--- config.mk ---
export PLATFORM = sky130hd
export DESIGN_NAME = misex3_stim_sequencer
export DESIGN_NICKNAME = d
export VERILOG_FILES = /design/src/rtl/misex3_stim_pkg.sv /design/src/rtl/misex3_stim_sequencer_misr.sv /design/src/rtl/misex3_stim_sequencer.sv
export SDC_FILE = /design/constraint.sdc
export NUM_CORES = 1
export LEC_CHECK = 0
export ABC_AREA = 1
export BUFFER_PORTS_ARGS = -buffer_cell sky130_fd_sc_hd__buf_2
export CORE_UTILIZATION = 57
export DETAILED_ROUTE_END_ITERATION = 8
export MAX_ROUTING_LAYER = met4
export PLACE_DENSITY = 0.86
export RECOVER_POWER = 25
export SLEW_MARGIN = 20
export SYNTH_ARGS = -nofsm -noshare
export SYNTH_HDL_FRONTEND = slang
export SYNTH_SLANG_ARGS = --single-unit
--- constraint.sdc ---
create_clock -name clk -period 2.8 [get_ports clk]
set_clock_uncertainty 0.1 [all_clocks]
set_input_delay 0.56 -clock clk [delete_from_list [all_inputs] [get_ports clk]]
set_output_delay 0.56 -clock clk [all_outputs]
set_load 0.005 [all_outputs]
--- src/rtl/misex3_stim_pkg.sv ---
// Shared constants, state encoding and vector-step helper
// for the misex3 stimulus sequencer.
package misex3_stim_pkg;

    localparam int W     = 14;
    localparam int CNT_W = 15;

    localparam logic [W-1:0]     MISR_POLY = 14'h2803;
    localparam logic [W-1:0]     LFSR_TAPS = 14'h3802;
    localparam logic [W-1:0]     VEC_ONE   = 14'h0001;
    localparam logic [CNT_W-1:0] CNT_ONE   = 15'd1;

    typedef enum logic [1:0] {
        IDLE,
        RUN,
        DRAIN,
        DONE
    } state_e;

    // Taps at bits 13,12,11,1 give the maximal-length 14-bit sequence
    function automatic logic [W-1:0] next_vec(
        input logic         lfsr,
        input logic [W-1:0] x
    );
        if (lfsr)
            return {x[W-2:0], ^(x & LFSR_TAPS)};
        return x + VEC_ONE;
    endfunction

endpackage

--- src/rtl/misex3_stim_sequencer_misr.sv ---
// Multiple-input signature register compacting the
// captured core responses.
module misex3_misr
    import misex3_stim_pkg::*;
(
    input  logic         clk,
    input  logic         rst,
    input  logic         clr,
    input  logic         en,
    input  logic [W-1:0] d,
    output logic [W-1:0] sig
);

    logic [W-1:0] sig_q;
    logic [W-1:0] sig_d;

    always_comb begin
        sig_d = sig_q;
        if (clr)
            sig_d = '0;
        else if (en)
            sig_d = {sig_q[W-2:0], 1'b0}
                  ^ (sig_q[W-1] ? MISR_POLY : '0)
                  ^ d;
    end

    always_ff @(posedge clk) begin
        if (rst)
            sig_q <= '0;
        else
            sig_q <= sig_d;
    end

    assign sig = sig_q;

endmodule

--- src/rtl/misex3_stim_sequencer.sv ---
// Drives vectors into the misex3 core and streams each
// vector/response pair downstream while compacting responses.
module misex3_stim_sequencer
    import misex3_stim_pkg::*;
(
    input  logic             clk,
    input  logic             rst,
    input  logic             start,
    input  logic             mode,
    input  logic [W-1:0]     seed,
    input  logic [CNT_W-1:0] num_vec,
    output logic [W-1:0]     dut_x,
    input  logic [W-1:0]     dut_f,
    output logic             resp_valid,
    input  logic             resp_ready,
    output logic [W-1:0]     resp_vec,
    output logic [W-1:0]     resp_f,
    output logic             busy,
    output logic             done,
    output logic [W-1:0]     signature
);

    state_e           state_q, state_d;
    logic             mode_q, mode_d;
    logic [W-1:0]     x_q, x_d;
    logic [CNT_W-1:0] rem_q, rem_d;
    logic             rv_q, rv_d;
    logic [W-1:0]     rvec_q, rvec_d;
    logic [W-1:0]     rf_q, rf_d;

    logic start_ok;
    logic advance;

    assign start_ok = start & ((state_q == IDLE) | (state_q == DONE));
    assign advance  = (state_q == RUN) & (~rv_q | resp_ready);

    always_comb begin
        state_d = state_q;
        mode_d  = mode_q;
        x_d     = x_q;
        rem_d   = rem_q;
        rv_d    = rv_q;
        rvec_d  = rvec_q;
        rf_d    = rf_q;
        if (start_ok) begin
            mode_d  = mode;
            x_d     = (mode && seed == '0) ? VEC_ONE : seed;
            rem_d   = num_vec;
            rv_d    = 1'b0;
            state_d = (num_vec == '0) ? DONE : RUN;
        end else begin
            unique case (state_q)
                RUN: begin
                    if (advance) begin
                        rvec_d = x_q;
                        rf_d   = dut_f;
                        rv_d   = 1'b1;
                        rem_d  = rem_q - CNT_ONE;
                        // Last vector: hold dut_x and wait for the final accept
                        if (rem_q == CNT_ONE)
                            state_d = DRAIN;
                        else
                            x_d = next_vec(mode_q, x_q);
                    end
                end
                DRAIN: begin
                    if (rv_q && resp_ready) begin
                        rv_d    = 1'b0;
                        state_d = DONE;
                    end
                end
                default: ;
            endcase
        end
    end

    always_ff @(posedge clk) begin
        if (rst) begin
            state_q <= IDLE;
            mode_q  <= 1'b0;
            x_q     <= '0;
            rem_q   <= '0;
            rv_q    <= 1'b0;
            rvec_q  <= '0;
            rf_q    <= '0;
        end else begin
            state_q <= state_d;
            mode_q  <= mode_d;
            x_q     <= x_d;
            rem_q   <= rem_d;
            rv_q    <= rv_d;
            rvec_q  <= rvec_d;
            rf_q    <= rf_d;
        end
    end

    misex3_misr u_misr (
        .clk (clk),
        .rst (rst),
        .clr (start_ok),
        .en  (advance),
        .d   (dut_f),
        .sig (signature)
    );

    assign dut_x      = x_q;
    assign resp_valid = rv_q;
    assign resp_vec   = rvec_q;
    assign resp_f     = rf_q;
    assign busy       = (state_q == RUN) | (state_q == DRAIN);
    assign done       = (state_q == DONE);

endmodule

==> impl_metrics.xml <==
<?xml version="1.0" encoding="UTF-8"?>
<metrics>
  <group name="logic_synthesis">
    <metric name="async_reset_ff_share" unit="%">0</metric>
    <metric name="synth_fp_nets" unit="">645</metric>
    <metric name="cell_with_the_most_instances_after_synthesis" unit="">sky130_fd_sc_hd__nor2_1</metric>
    <metric name="syn_inst" unit="">590</metric>
    <metric name="most_instantiated_flip_flop_cell_in_the_synthesis_netlist" unit="">sky130_fd_sc_hd__dfxtp_1</metric>
    <metric name="synth_top_cells_by_area" unit="">sky130_fd_sc_hd__dfxtp_1 (37%), sky130_fd_sc_hd__nor2_1 (12%), sky130_fd_sc_hd__nand2_1 (10%)</metric>
    <metric name="post_synth_most_frequent_cells" unit="">sky130_fd_sc_hd__nor2_1 (124), sky130_fd_sc_hd__nand2_1 (109), sky130_fd_sc_hd__dfxtp_1 (75)</metric>
    <metric name="synth-warning-count" unit="">0</metric>
    <metric name="synth_seq_cells" unit="">75</metric>
    <metric name="synth_cell_types" unit="">37</metric>
    <metric name="synth_area_leader_cell" unit="">sky130_fd_sc_hd__dfxtp_1</metric>
    <metric name="synth_seq_area_share" unit="%">37.4</metric>
    <metric name="synth.top_cell.area_share" unit="%">37.4</metric>
    <metric name="synthesis.area" unit="um2">4010</metric>
    <metric name="synth_edf_count" unit="">0</metric>
    <metric name="syn_avg_cell_area" unit="um2">6.80</metric>
  </group>
  <group name="placement">
    <metric name="dp_hpwl" unit="um">7680</metric>
    <metric name="numPlacedInstances" unit="">772</metric>
    <metric name="port_buffers" unit="">106</metric>
    <metric name="dp_worst_setup_slack" unit="ns">0.683</metric>
    <metric name="gp_weighted_congestion" unit="">0.969</metric>
  </group>
  <group name="cts">
    <metric name="cts_repair_resize_count" unit="">0</metric>
    <metric name="cts.hold.buffers_added" unit="">0</metric>
    <metric name="cts_htree_levels" unit="">3</metric>
    <metric name="tritoncts_clock_tree" unit="">done</metric>
    <metric name="postCtsSetupBuffers" unit="">0</metric>
    <metric name="cts_made_buffers" unit="">9</metric>
    <metric name="clock_tree_buffer_depth" unit="">2</metric>
    <metric name="cts-root-buf" unit="">sky130_fd_sc_hd__clkbuf_8</metric>
    <metric name="clkLatencyLatePin" unit="ns">0.36</metric>
    <metric name="clock-sinks" unit="">75</metric>
    <metric name="clkSlewWorstSetupHoldPaths" unit="ns">0.09</metric>
  </group>
  <group name="worst_setup_path">
    <metric name="critPathLaunchType" unit="">register</metric>
    <metric name="worstPathArrival" unit="ns">2.32</metric>
    <metric name="crit-reg2reg-capture" unit="">u_misr.sig[1]</metric>
    <metric name="critical_path.cell_chain" unit="">inv_1, ha_1, nand2_2, inv_2, buf_4, nor2_4, inv_2, nor2_1, o21ai_0, inv_1</metric>
    <metric name="timing.critical_path.to_type" unit="">register</metric>
    <metric name="timing.reg2reg.worst_path_depth" unit="">10</metric>
    <metric name="worst_endpoint_required_time" unit="ns">2.96</metric>
    <metric name="worstPathMaxFanout" unit="">24</metric>
    <metric name="reg2reg_from" unit="">state_q[0]</metric>
    <metric name="path_buf_inv" unit="">5</metric>
    <metric name="crit_path_top_delay_cell" unit="">sky130_fd_sc_hd__dfxtp_1</metric>
    <metric name="crit_family" unit="">buffers and inverters</metric>
    <metric name="timing_worst_setup_path_type" unit="">register to register</metric>
    <metric name="minimum_setup_slack_among_reg_to_reg_paths" unit="ns">0.64</metric>
    <metric name="timing.critical_path.slowest_cell_delay" unit="ns">0.40</metric>
  </group>
  <group name="route">
    <metric name="drtPass1Iterations" unit="">5</metric>
    <metric name="wl_per_cell" unit="um">13.5</metric>
    <metric name="number_of_routed_nets_with_antenna_violations" unit="">0</metric>
    <metric name="drtIter0Drc" unit="">265</metric>
    <metric name="routedLengthMet1" unit="um">4620</metric>
    <metric name="detail_route.vias_per_cell" unit="">5.29</metric>
    <metric name="drt_wl_total" unit="um">10700</metric>
    <metric name="met2_wirelength" unit="um">5050</metric>
    <metric name="routed-via-count" unit="">4172</metric>
    <metric name="detail_route.drc_violations" unit="">0</metric>
    <metric name="wl_met3" unit="um">675</metric>
    <metric name="highest_layer" unit="">met4</metric>
  </group>
  <group name="min_path">
    <metric name="timing.hold.worst_path_depth" unit="">3</metric>
    <metric name="hold_path_end" unit="">resp_f[9]</metric>
    <metric name="worstHoldPathType" unit="">input pin to register</metric>
    <metric name="worstHoldStart" unit="">dut_f[9]</metric>
  </group>
  <group name="sta">
    <metric name="timing.final.hold_violations" unit="">0</metric>
    <metric name="layout_setup_ws" unit="ns">0.640</metric>
    <metric name="fmax" unit="MHz">463</metric>
    <metric name="timing_worst_slew_pin_value" unit="ns">0.453</metric>
    <metric name="slew_violations" unit="">0</metric>
    <metric name="worst_hold_check_slack" unit="ns">0.356</metric>
    <metric name="timing.final.setup_violations" unit="">0</metric>
    <metric name="tns" unit="ns">0</metric>
    <metric name="post-route-min-period" unit="ns">2.16</metric>
    <metric name="tightest_slew_margin_relative_to_the_limit" unit="%">69.8</metric>
    <metric name="fin_crit_sh" unit="%">77.2</metric>
    <metric name="setup_repair_after_global_routing_missed_its_margin" unit="">false</metric>
  </group>
  <group name="global_route">
    <metric name="global_route.overflow_total" unit="">0</metric>
    <metric name="grt_antenna_before_repair" unit="">0</metric>
    <metric name="grt_max_degree" unit="">32</metric>
    <metric name="grt_pass1_wl" unit="um">17500</metric>
    <metric name="grt_usage" unit="%">30.7</metric>
    <metric name="grt_pass1_vias" unit="">3834</metric>
  </group>
  <group name="power">
    <metric name="power_per_cell_area" unit="nW/um2">1070</metric>
    <metric name="ir_worst_vdd" unit="V">0.000537</metric>
    <metric name="p_leak" unit="uW">0.00220</metric>
    <metric name="fin_total_pwr" unit="uW">5070</metric>
  </group>
  <group name="cells_and_area">
    <metric name="final_cells" unit="">788</metric>
    <metric name="final_layout_size_suffix_gt1_share" unit="%">20.1</metric>
    <metric name="finalNetCount" unit="">742</metric>
    <metric name="area_delta_synth_final" unit="%">18.3</metric>
    <metric name="seq_area" unit="um2">1500</metric>
    <metric name="fillerInstances" unit="">597</metric>
    <metric name="multi_input_comb_area" unit="um2">2210</metric>
    <metric name="antennaDiodeCount" unit="">0</metric>
  </group>
  <group name="die">
    <metric name="start_util" unit="%">59.0</metric>
    <metric name="die_height" unit="um">85.9</metric>
    <metric name="pin_count" unit="">107</metric>
    <metric name="placement_rows" unit="">30</metric>
    <metric name="dieWidth" unit="um">85.9</metric>
    <metric name="core_outline_area" unit="um2">6790</metric>
    <metric name="die_area" unit="um2">7370</metric>
  </group>
  <group name="run">
    <metric name="cap_viol_max_count" unit="">0</metric>
  </group>
  <group name="status">
    <metric name="status" unit="">complete, no violations</metric>
  </group>
</metrics>
-- layout by cell type, fill, tap and decap left out, types with 5 or more instances in the layout --
master	Yosys	final
sky130_fd_sc_hd__a211oi_1	11	11
sky130_fd_sc_hd__nor2_1	124	124
sky130_fd_sc_hd__xnor2_1	18	18
sky130_fd_sc_hd__a21oi_1	40	40
sky130_fd_sc_hd__buf_4	1	6
sky130_fd_sc_hd__dfxtp_1	75	75
sky130_fd_sc_hd__inv_1	40	40
sky130_fd_sc_hd__nand4_1	6	6
sky130_fd_sc_hd__ha_1	7	7
sky130_fd_sc_hd__o21ai_0	45	45
sky130_fd_sc_hd__inv_2	6	6
sky130_fd_sc_hd__buf_2	11	94
sky130_fd_sc_hd__xor2_1	11	11
sky130_fd_sc_hd__nand3_1	20	20
sky130_fd_sc_hd__a31oi_1	8	8
sky130_fd_sc_hd__clkbuf_1	9	12
sky130_fd_sc_hd__nand2_2	5	5
sky130_fd_sc_hd__nand2_1	109	109
sky130_fd_sc_hd__o21ai_1	12	12
sky130_fd_sc_hd__clkbuf_8	0	10
-- routing by layer --
layer / track usage [%] / up-vias
met5: - / -
met4: 14.1 / 0
met3: 5.77 / 29
met2: 50.1 / 179
met1: 36.7 / 1861
li1: - / 2103
-- worst min-delay path, stage by stage --
cell                     delay, ns
sky130_fd_sc_hd__buf_2        0.10
sky130_fd_sc_hd__nor2_1       0.04
sky130_fd_sc_hd__nor2_1       0.09
-- sequential cells by signal (all words and copies together) (netlist names) --
register,count
resp_vec,14
resp_valid,1
u_misr.sig,14
rem_q,15
mode_q,1
resp_f,14
state_q,2
dut_x,14
-- per-stage QoR --
step	utilization (%)	area (um2)
after global placement	67.5	4580
after CTS	70.1	4760
after floorplan	-	4010
final	69.9	4750
after global routing	69.9	4750
after detailed placement	67.5	4580
-- cell type report --
type / count / share of cell area (%)
flip-flops and latches: 75 / 31.6
well taps: 96 / 2.53
inverters: 47 / 3.72
clock buffers: 10 / 2.90
clock inverters: 6 / 0.844
repair buffers: 112 / 11.8
multi-input cells: 442 / 46.6
-- power breakdown --
part | leakage [uW] | switching [uW] | internal (uW) | total, uW
combinational | 0.00149 | 1560 | 947 | 2510
clock | 0.0000924 | 434 | 346 | 780
sequential | 0.000615 | 370 | 1410 | 1780
total | 0.00220 | 2370 | 2700 | 5070
-- cells by family (layout without fill, tap and decap cells) --
kind of cell	Yosys count	in the layout	synth area share (%)
multiplexers	1	1	0.250
XOR/XNOR	29	29	6.33
AND/OR/NAND/NOR	278	278	28.8
adder cells (fa/ha/maj)	7	7	2.18
flip-flops	75	75	37.4
buffers and inverters	73	175	7.46
AO/OA/AOI/OAI	127	127	17.6
-- worst max-delay path by stage --
stage	startpoint	endpoint	slack [ns]	depth (start not counted)
2_1_floorplan	state_q[0]	dut_x[2]	0.96	8
3_3_place_gp	state_q[0]	u_misr.sig[1]	0.77	10
3_5_place_dp	state_q[0]	u_misr.sig[1]	0.68	10
4_1_cts	state_q[0]	u_misr.sig[1]	0.67	10
5_1_grt	state_q[0]	u_misr.sig[1]	0.48	10
6_report	state_q[0]	u_misr.sig[1]	0.64	10
Note: power is estimated with default switching activity, not from simulation.
